$ cat config.mk
export PLATFORM = sky130hd
export DESIGN_NAME = uc_reset_sequencer
export DESIGN_NICKNAME = d
export VERILOG_FILES = /design/src/rtl/uc_reset_sequencer.sv
export SDC_FILE = /design/constraint.sdc
export NUM_CORES = 1
export LEC_CHECK = 0
export BUFFER_PORTS_ARGS = -buffer_cell sky130_fd_sc_hd__buf_2
export CORE_UTILIZATION = 35
export DETAILED_ROUTE_END_ITERATION = 6
export PLACE_DENSITY = 0.53
export SYNTH_ARGS = -nofsm -noshare
export SYNTH_HDL_FRONTEND = slang
export SYNTH_SLANG_ARGS = --single-unit
$ cat constraint.sdc
create_clock -name clk -period 1.9 [get_ports clk]
set_clock_uncertainty 0.1 [all_clocks]
set_input_delay 0.19 -clock clk [delete_from_list [all_inputs] [get_ports clk]]
set_output_delay 0.19 -clock clk [all_outputs]
set_load 0.005 [all_outputs]
$ cat src/rtl/uc_reset_sequencer.sv
// uc_reset_sequencer
//   Turns the watchdog monitor's reset requests into minimum-width active-low
//   reset pulses for two microcontrollers. After each pulse a channel ignores
//   requests for a hold-off window. A channel locks out once its failure count
//   reaches MAX_RESETS. Switching between processors blanks outputEnable for a
//   fixed number of cycles.
//
// Ports
//   clk                in   system clock, rising edge
//   reset              in   asynchronous active-low system reset
//   resetUC1/resetUC2  in   reset requests, rising edge triggers a pulse
//   selectedProcessor  in   0 = UC1, 1 = UC2
//   nrstUC1/nrstUC2    out  active-low reset pins
//   activeUC           out  selection applied after blanking
//   outputEnable       out  active processor usable (not blanking, out of reset, unlocked)
//   failCount1/2       out  saturating count of request-triggered pulses
//   lockUC1/lockUC2    out  channel permanently held in reset
module uc_reset_sequencer #(
    parameter int unsigned RST_CYCLES   = 16,
    parameter int unsigned HOLD_CYCLES  = 32,
    parameter int unsigned BLANK_CYCLES = 4,
    parameter int unsigned MAX_RESETS   = 7,
    parameter int unsigned CNT_W        = 3
) (
    input  logic             clk,
    input  logic             reset,
    input  logic             resetUC1,
    input  logic             resetUC2,
    input  logic             selectedProcessor,
    output logic             nrstUC1,
    output logic             nrstUC2,
    output logic             activeUC,
    output logic             outputEnable,
    output logic [CNT_W-1:0] failCount1,
    output logic [CNT_W-1:0] failCount2,
    output logic             lockUC1,
    output logic             lockUC2
);

    localparam int unsigned PULSE_MAX = (RST_CYCLES > HOLD_CYCLES) ? RST_CYCLES : HOLD_CYCLES;
    localparam int unsigned PW        = $clog2(PULSE_MAX + 1);
    localparam int unsigned BW        = $clog2(BLANK_CYCLES + 1);

    typedef enum logic [1:0] {
        StAssert,
        StHoldoff,
        StIdle,
        StLocked
    } ch_state_e;

    ch_state_e        state_q [2];
    ch_state_e        state_d [2];
    logic [PW-1:0]    pcnt_q  [2];
    logic [PW-1:0]    pcnt_d  [2];
    logic [CNT_W-1:0] fcnt_q  [2];
    logic [CNT_W-1:0] fcnt_d  [2];
    logic [1:0]       req;
    logic [1:0]       req_dly_q;
    logic [1:0]       nrst_q, nrst_d;
    logic [1:0]       lock_q, lock_d;

    logic             blank_q, blank_d;
    logic [BW-1:0]    bcnt_q, bcnt_d;
    logic             active_q, active_d;
    logic             oe_q, oe_d;

    assign req = {resetUC2, resetUC1};

    // Per-channel next state. Counters restart at zero on every state entry.
    always_comb begin
        for (int i = 0; i < 2; i++) begin
            state_d[i] = state_q[i];
            pcnt_d[i]  = pcnt_q[i];
            fcnt_d[i]  = fcnt_q[i];
            nrst_d[i]  = nrst_q[i];
            lock_d[i]  = lock_q[i];
            unique case (state_q[i])
                StAssert: begin
                    if (pcnt_q[i] == PW'(RST_CYCLES - 1)) begin
                        pcnt_d[i] = '0;
                        if (fcnt_q[i] == CNT_W'(MAX_RESETS)) begin
                            state_d[i] = StLocked;
                            lock_d[i]  = 1'b1;
                        end else begin
                            state_d[i] = StHoldoff;
                            nrst_d[i]  = 1'b1;
                        end
                    end else begin
                        pcnt_d[i] = pcnt_q[i] + 1'b1;
                    end
                end
                StHoldoff: begin
                    if (pcnt_q[i] == PW'(HOLD_CYCLES - 1)) begin
                        pcnt_d[i]  = '0;
                        state_d[i] = StIdle;
                    end else begin
                        pcnt_d[i] = pcnt_q[i] + 1'b1;
                    end
                end
                StIdle: begin
                    // Only a fresh 0->1 transition seen while idle starts a pulse.
                    if (req[i] && !req_dly_q[i]) begin
                        state_d[i] = StAssert;
                        pcnt_d[i]  = '0;
                        nrst_d[i]  = 1'b0;
                        if (fcnt_q[i] != '1) begin
                            fcnt_d[i] = fcnt_q[i] + 1'b1;
                        end
                    end
                end
                StLocked: begin
                    nrst_d[i] = 1'b0;
                end
                default: begin
                    state_d[i] = StAssert;
                    pcnt_d[i]  = '0;
                    nrst_d[i]  = 1'b0;
                end
            endcase
        end
    end

    // Selection path. A toggle back during blanking still lets blanking run out;
    // activeUC then simply reloads the value it already holds.
    always_comb begin
        blank_d  = blank_q;
        bcnt_d   = bcnt_q;
        active_d = active_q;
        if (blank_q) begin
            if (bcnt_q == BW'(BLANK_CYCLES - 1)) begin
                blank_d  = 1'b0;
                bcnt_d   = '0;
                active_d = selectedProcessor;
            end else begin
                bcnt_d = bcnt_q + 1'b1;
            end
        end else if (selectedProcessor != active_q) begin
            blank_d = 1'b1;
            bcnt_d  = '0;
        end
        // Built from next-state values so enable tracks nrst/activeUC on the same edge.
        oe_d = !blank_d && nrst_d[active_d] && !lock_d[active_d];
    end

    always_ff @(posedge clk or negedge reset) begin
        if (!reset) begin
            for (int i = 0; i < 2; i++) begin
                state_q[i] <= StAssert;
                pcnt_q[i]  <= '0;
                fcnt_q[i]  <= '0;
            end
            req_dly_q <= '0;
            nrst_q    <= '0;
            lock_q    <= '0;
            blank_q   <= 1'b0;
            bcnt_q    <= '0;
            active_q  <= 1'b0;
            oe_q      <= 1'b0;
        end else begin
            for (int i = 0; i < 2; i++) begin
                state_q[i] <= state_d[i];
                pcnt_q[i]  <= pcnt_d[i];
                fcnt_q[i]  <= fcnt_d[i];
            end
            req_dly_q <= req;
            nrst_q    <= nrst_d;
            lock_q    <= lock_d;
            blank_q   <= blank_d;
            bcnt_q    <= bcnt_d;
            active_q  <= active_d;
            oe_q      <= oe_d;
        end
    end

    assign nrstUC1      = nrst_q[0];
    assign nrstUC2      = nrst_q[1];
    assign lockUC1      = lock_q[0];
    assign lockUC2      = lock_q[1];
    assign failCount1   = fcnt_q[0];
    assign failCount2   = fcnt_q[1];
    assign activeUC     = active_q;
    assign outputEnable = oe_q;

endmodule

Yosys cells after proc, flatten, opt, wreduce, memory -nomap -nowiden
Cells that the tools add are included.
{"block": "word_totals", "output_inout_bits": 12, "input_bits": 5, "word_cells": 104, "reg_bits": 34}
{"block": "classes", "addsub": 5, "n_eq_ne": 22, "muxes": 44, "n_reduce_logical": 19, "n_lt_le_gt_ge": 1}
{"op": "two-way mux 6 bit", "count": 6}
{"op": "one-hot mux 6 bit (3 select lines)", "count": 2}
{"op": "two-way mux 1 bit", "count": 21}
{"op": "two-way mux 2 bit", "count": 8}
{"op": "adder 6 x 1 -> 6 bit (second input constant)", "count": 2}
{"op": "== test 6 x 4 -> 1 bit (second input constant)", "count": 2}
{"op": "== test 6 x 5 -> 1 bit (second input constant)", "count": 2}
{"op": "inequality test 2 bit (second input constant)", "count": 6}
{"op": "one-hot mux 2 bit (3 select lines)", "count": 2}
{"op": "adder 3 x 1 -> 3 bit (second input constant)", "count": 3}
{"op": "two-way mux 3 bit", "count": 3}
{"op": "== test 2 bit (second input constant)", "count": 4}
{"op": "AND reduction 4 bit", "count": 2}
{"op": "== test 3 bit (second input constant)", "count": 2}
{"op": "inequality test 3 bit (second input constant)", "count": 2}
{"op": "one-hot mux 1 bit (3 select lines)", "count": 2}
{"op": "AND reduction 3 bit", "count": 2}
{"op": "nonzero test 3 bit", "count": 2}
{"op": "== test 2 x 1 -> 1 bit (second input constant)", "count": 2}
{"op": "logical AND 1 bit", "count": 4}
{"op": "logical NOT 1 bit", "count": 4}
{"op": "logical NOT 2 bit", "count": 2}
{"op": "AND reduction 2 bit", "count": 2}
{"op": "== test 3 x 2 -> 1 bit (second input constant)", "count": 1}
{"op": "3 further kinds", "count": 3}

Longest topological paths before layout
{"block": "depth", "word_depth": 8, "ltp_mapped": 7, "ltp_nobuf": 7}

Worst setup path after synthesis
OpenSTA, ideal clock, no wires.
{"block": "synth_timing", "path_kind": "reg-to-reg", "startpoint": "reg fcnt_q, in the netlist failCount2[0]", "endpoint": "reg oe_q, in the netlist outputEnable", "setup_ps": 77, "path_buffers": 0, "t_arrival_ps": 1790, "stages_incl_launch_ff": 8, "slack_ps": -67, "synth_period_minus_slack_ps": 1967, "required_time_ps": 1723, "path_cell_list": "dfrtp_1 > ha_1 > ha_1 > nor4_4 > a21oi_1 > a211oi_2 > or3b_1 > a21oi_1"}
{"block": "synth_via", "elab_chain_len": 8, "word_cells_on_any_way": 14, "cone_classes": "eq/ne: 1; mux: 10; reduce/logical: 3"}
{"item": "from (decl)", "line": "55", "text": "logic [CNT_W-1:0] fcnt_q [2];"}
{"item": "from (signal, indexed assignment)", "line": "163", "text": "fcnt_q[i] <= fcnt_d[i];"}
{"item": "== test 3 bit", "line": "81", "text": "if (fcnt_q[i] == CNT_W'(MAX_RESETS)) begin"}
{"item": "two-way mux 1 bit", "line": "81"}
{"item": "two-way mux 1 bit", "line": "79", "text": "if (pcnt_q[i] == PW'(RST_CYCLES - 1)) begin"}
{"item": "one-hot mux 1 bit (3 select lines)", "line": "77", "text": "unique case (state_q[i])"}
{"item": "net nrst_d[1]", "line": "59", "text": "logic [1:0] nrst_q, nrst_d;"}
{"item": "two-way mux 1 bit (not written as such) (2 in series)", "line": "142", "text": "oe_d = !blank_d && nrst_d[active_d] && !lock_d[active_d];"}
{"item": "logical AND 1 bit (2 in series)", "line": "142"}
{"item": "net oe_d", "line": "65", "text": "logic oe_q, oe_d;"}
{"item": "to (signal assigned)", "line": "158", "text": "oe_q <= 1'b0;"}
{"item": "to (signal assigned)", "line": "171", "text": "oe_q <= oe_d;"}
{"item": "to (decl)", "line": "65"}
The timed path passes the listed nets, and every way through them passes these cells. The select of a mux whose other input is x is not followed.
A chain may end at the register's enable or synchronous reset.

Worst setup path in the final report
Same ends and word-level chain as after synthesis.

==> impl_summary.log <==
[metrics] result of the run: completed
[metrics] routed via count divided by cell count: 4.99
[metrics] switching portion of total power: 35.7%
[metrics] DR vias: 1401
[metrics] capture instance of the worst register-to-register path: outputEnable$_DFF_PN0_
[metrics] clock latency at the later pin of the worst-skew pair: 0.28 ns
[metrics] vias in the first global route: 1347
[metrics] R2R cell count: 7
[metrics] Seq/Total Area, Yosys: 46.9%
[metrics] Warnings, synthesis: 0
[metrics] Routability Congestion: 0.827
[metrics] path type of the worst setup path: register to register
[metrics] unrepaired setup endpoints after global routing: yes
[metrics] Critical Path End: outputEnable$_DFF_PN0_
[metrics] Final Cycle Share: 97.3%
[metrics] Worst-Margin Slew: 0.753 ns
[metrics] layout filler cell count: 479
[metrics] summed negative setup slack over all endpoints: 0 ns
[metrics] DP HPWL: 2810 um
[metrics] total routed wirelength: 3810 um
[metrics] sinks on the clock net: 34
[metrics] crit end category: register
[metrics] Peak Freq: 541 MHz
[metrics] proportion of power drawn by flip-flops and latches: 38.6%
[metrics] TritonCTS clock tree: yes
[metrics] area delta synth->final: 21.7%
[metrics] placed insts: 265
[metrics] synthesized area per cell: 10.2 um2
[metrics] launch point of the critical path: failCount2[0]$_DFFE_PN0P_
[metrics] DRC Markers: 0
[metrics] Hold Vio Cnt, Final: 0
[metrics] share of final-layout standard cells stronger than drive strength 1: 23.8%
[metrics] Top Ports: 17
[metrics] pin count of the biggest net entering global routing: 35
[metrics] clock-pin slew reported for the worst setup and hold paths after clock tree synthesis: 0.07 ns
[metrics] die height: 74.0 um
[metrics] first-pass GRT wire length: 6460 um
[metrics] die area: 5480 um2
[metrics] leading cell types in the layout, fill and taps excluded: 34 x dfrtp_1, 17 x nand2_1, 16 x nor2_1, 16 x buf_2, 14 x a21oi_1
[metrics] initial antenna violation count: 0
[metrics] # Max-Cap Violations: 0
[metrics] maximum level of the CTS H-tree: 2
[metrics] endpoint required time on the critical path: 2.01 ns
[metrics] commonest non-fill, non-tap cell in the layout: dfrtp_1
[metrics] Nets: 233
[metrics] Overall Global Routing Usage: 15.9%
[metrics] flip-flop and latch count after synthesis: 34
[metrics] starting density of the core: 37.4%
[metrics] final slew viol count: 0
[metrics] root cell of the clock tree: clkbuf_8
[metrics] number of search-and-repair iterations in the first detailed-routing pass: 4
[metrics] Cell Area, Synth: 1810 um2
[metrics] peak fanout along the critical path: 2
[metrics] Std-Cell Core Area: 4850 um2
[metrics] power spent charging and discharging nets: 896 uW
[metrics] R2R setup slack: 0.05 ns
[metrics] number of buffers created by CTS: 5
[metrics] port bufs: 16
[metrics] chip width: 74.0 um
[metrics] number of nets in the synthesized netlist: 198
[metrics] highest ir drop seen on vdd: 0.728 mV
[metrics] remaining antenna violation count after routing: 0
[metrics] Max Buffers Root-to-Sink: 2
[metrics] Remaining Overflow, GRT: 0
[metrics] Rows: 25
[metrics] Internal Power: 1620 uW
[metrics] startpoint type of the worst setup path: register
[metrics] areal power density over the cells: 1140 nW/um2
[metrics] final cell count without fillers: 281
[metrics] Final setup viols: 0
[metrics] final core occ: 45.5%
[metrics] # diodes: 0
[metrics] Rel. slew slack: 49.8%
[metrics] detailed-route wire length per cell: 13.6 um
[metrics] distinct cell type count after synthesis: 36
[metrics] clock period minus final worst setup slack: 1.85 ns
[metrics] class of the tightest hold or removal check: primary input to register
[metrics] worst path arrival time: 1.96 ns
[metrics] leakage power of the design: 0.00107 uW
[metrics] launch point of the worst reg-to-reg path: failCount2[0]$_DFFE_PN0P_
[metrics] Initial DRC Count: 47
[metrics] number of instances in the synthesized netlist: 178
[metrics] share of total power in the clock network: 21.8%
[metrics] portion of total power attributed to combinational logic: 39.6%
layer usage:
metal | track usage (%) | routed length [um]
met1 | 21.0 | 1780
met2 | 25.4 | 1830
met3 | 4.47 | 148
met4 | 5.13 | 49
met5 | 0 | 0
registers in the layout (all words and copies together), names as in the netlist:
| register | count |
|---|---|
| activeUC | 1 |
| bcnt_q | 3 |
| blank_q | 1 |
| failCount1 | 3 |
| failCount2 | 3 |
| lock_q | 2 |
| nrst_q | 2 |
| outputEnable | 1 |
| pcnt_q | 12 |
| req_dly_q | 2 |
| state_q | 4 |
cell type report:
class | instances | area (um2) | share of cell area (%)
multi-input combinational | 133 | 958 | 43.4
sequential | 34 | 851 | 38.5
timing repair buffer | 29 | 185 | 8.39
clock buffer | 7 | 86.3 | 3.91
tap | 67 | 83.8 | 3.80
inverter | 10 | 37.5 | 1.70
clock inverter | 1 | 5.00 | 0.227
cell usage after synthesis:
library cell  number  area share, %
or3b_1             1           0.48
o22ai_1            5            1.7
nor4_4             1            1.2
nand4b_1           1           0.48
and3_2             1           0.41
dfrtp_1           34             47
nor2_1            16            3.3
a211oi_2           1           0.69
xor2_1             3            1.4
a31oi_1            2           0.69
nand2b_1           4            1.4
o311ai_0           1           0.48
nand2_1           17            3.5
ha_1              15             10
and3_1             3            1.0
o21ai_1            1           0.28
inv_1             10            2.1
mux2i_1            5            2.8
a22o_1             1           0.48
nor3_1             1           0.28
xnor2_1            3            1.4
and2b_2            1           0.48
o21ai_0            5            1.4
nand3_1            7            1.9
nor3b_1            4            1.7
buf_6              1           0.62
a21oi_1           15            4.1
nand4_1            1           0.35
o22a_2             1           0.55
a211oi_1           3            1.2
o21a_1             2           0.83
a21o_1             1           0.41
a31o_1             1           0.48
nor4_1             1           0.35
mux2_2             4            2.5
nor2b_1            5            1.7
how the worst min path moves through the flow:
stage	from	end	slack (ns)	depth (start not counted)
floorplan	reset	activeUC$_DFF_PN0_	-0.21	0
global placement	reset	state_q[3]$_DFFE_PN0P_	0.20	1
detailed placement	reset	state_q[2]$_DFFE_PN0P_	0.22	1
CTS	selectedProcessor	activeUC$_DFF_PN0_	0.13	3
global route	selectedProcessor	activeUC$_DFF_PN0_	0.14	3
finish	selectedProcessor	activeUC$_DFF_PN0_	0.12	3
kinds of logic after synthesis:
logic type | after synthesis | share of synthesized area [%]
buf+inv | 11 | 2.69
xor+xnor | 6 | 2.90
flops | 34 | 46.9
fa+ha+maj | 15 | 10.3
mux | 9 | 5.24
compound gates | 39 | 13.4
simple gates | 64 | 18.6
worst max-delay path, cell delays in order (launching register included):
cell	delay [ns]
dfrtp_1	0.39
ha_2	0.20
ha_4	0.17
nor4_4	0.14
a21oi_2	0.09
a211oi_2	0.19
or3b_1	0.37
a21oi_1	0.12
through the flow:
stage	power [uW]	instance area [um2]	hold WS (ns)	setup slack (ns)
final	2510	2210	0.122	0.0511
after global routing	2720	2210	0.140	-0.0680
after CTS	2530	2190	0.125	0.00588
after detailed placement	1870	2020	0.217	-0.0696
after global placement	1780	2020	0.202	0.0239
after floorplan	1590	1830	-0.206	0.0105
power by group through the flow:
stage	logic, uW	registers [uW]	clock network [uW]
detailed placement	883	983	0
global route	1130	989	600
global placement	819	965	0
finish	996	970	547
CTS	989	966	570
floorplan	623	966	0
timing repair:
action	CTS	global route
pin swaps	3	1
setup endpoints to repair	1	5
endpoints found under the hold margin	36	0
hold buffers	3	0
resized for setup	3	6
setup buffers	4	1
Note: power is estimated with default switching activity, not from simulation.
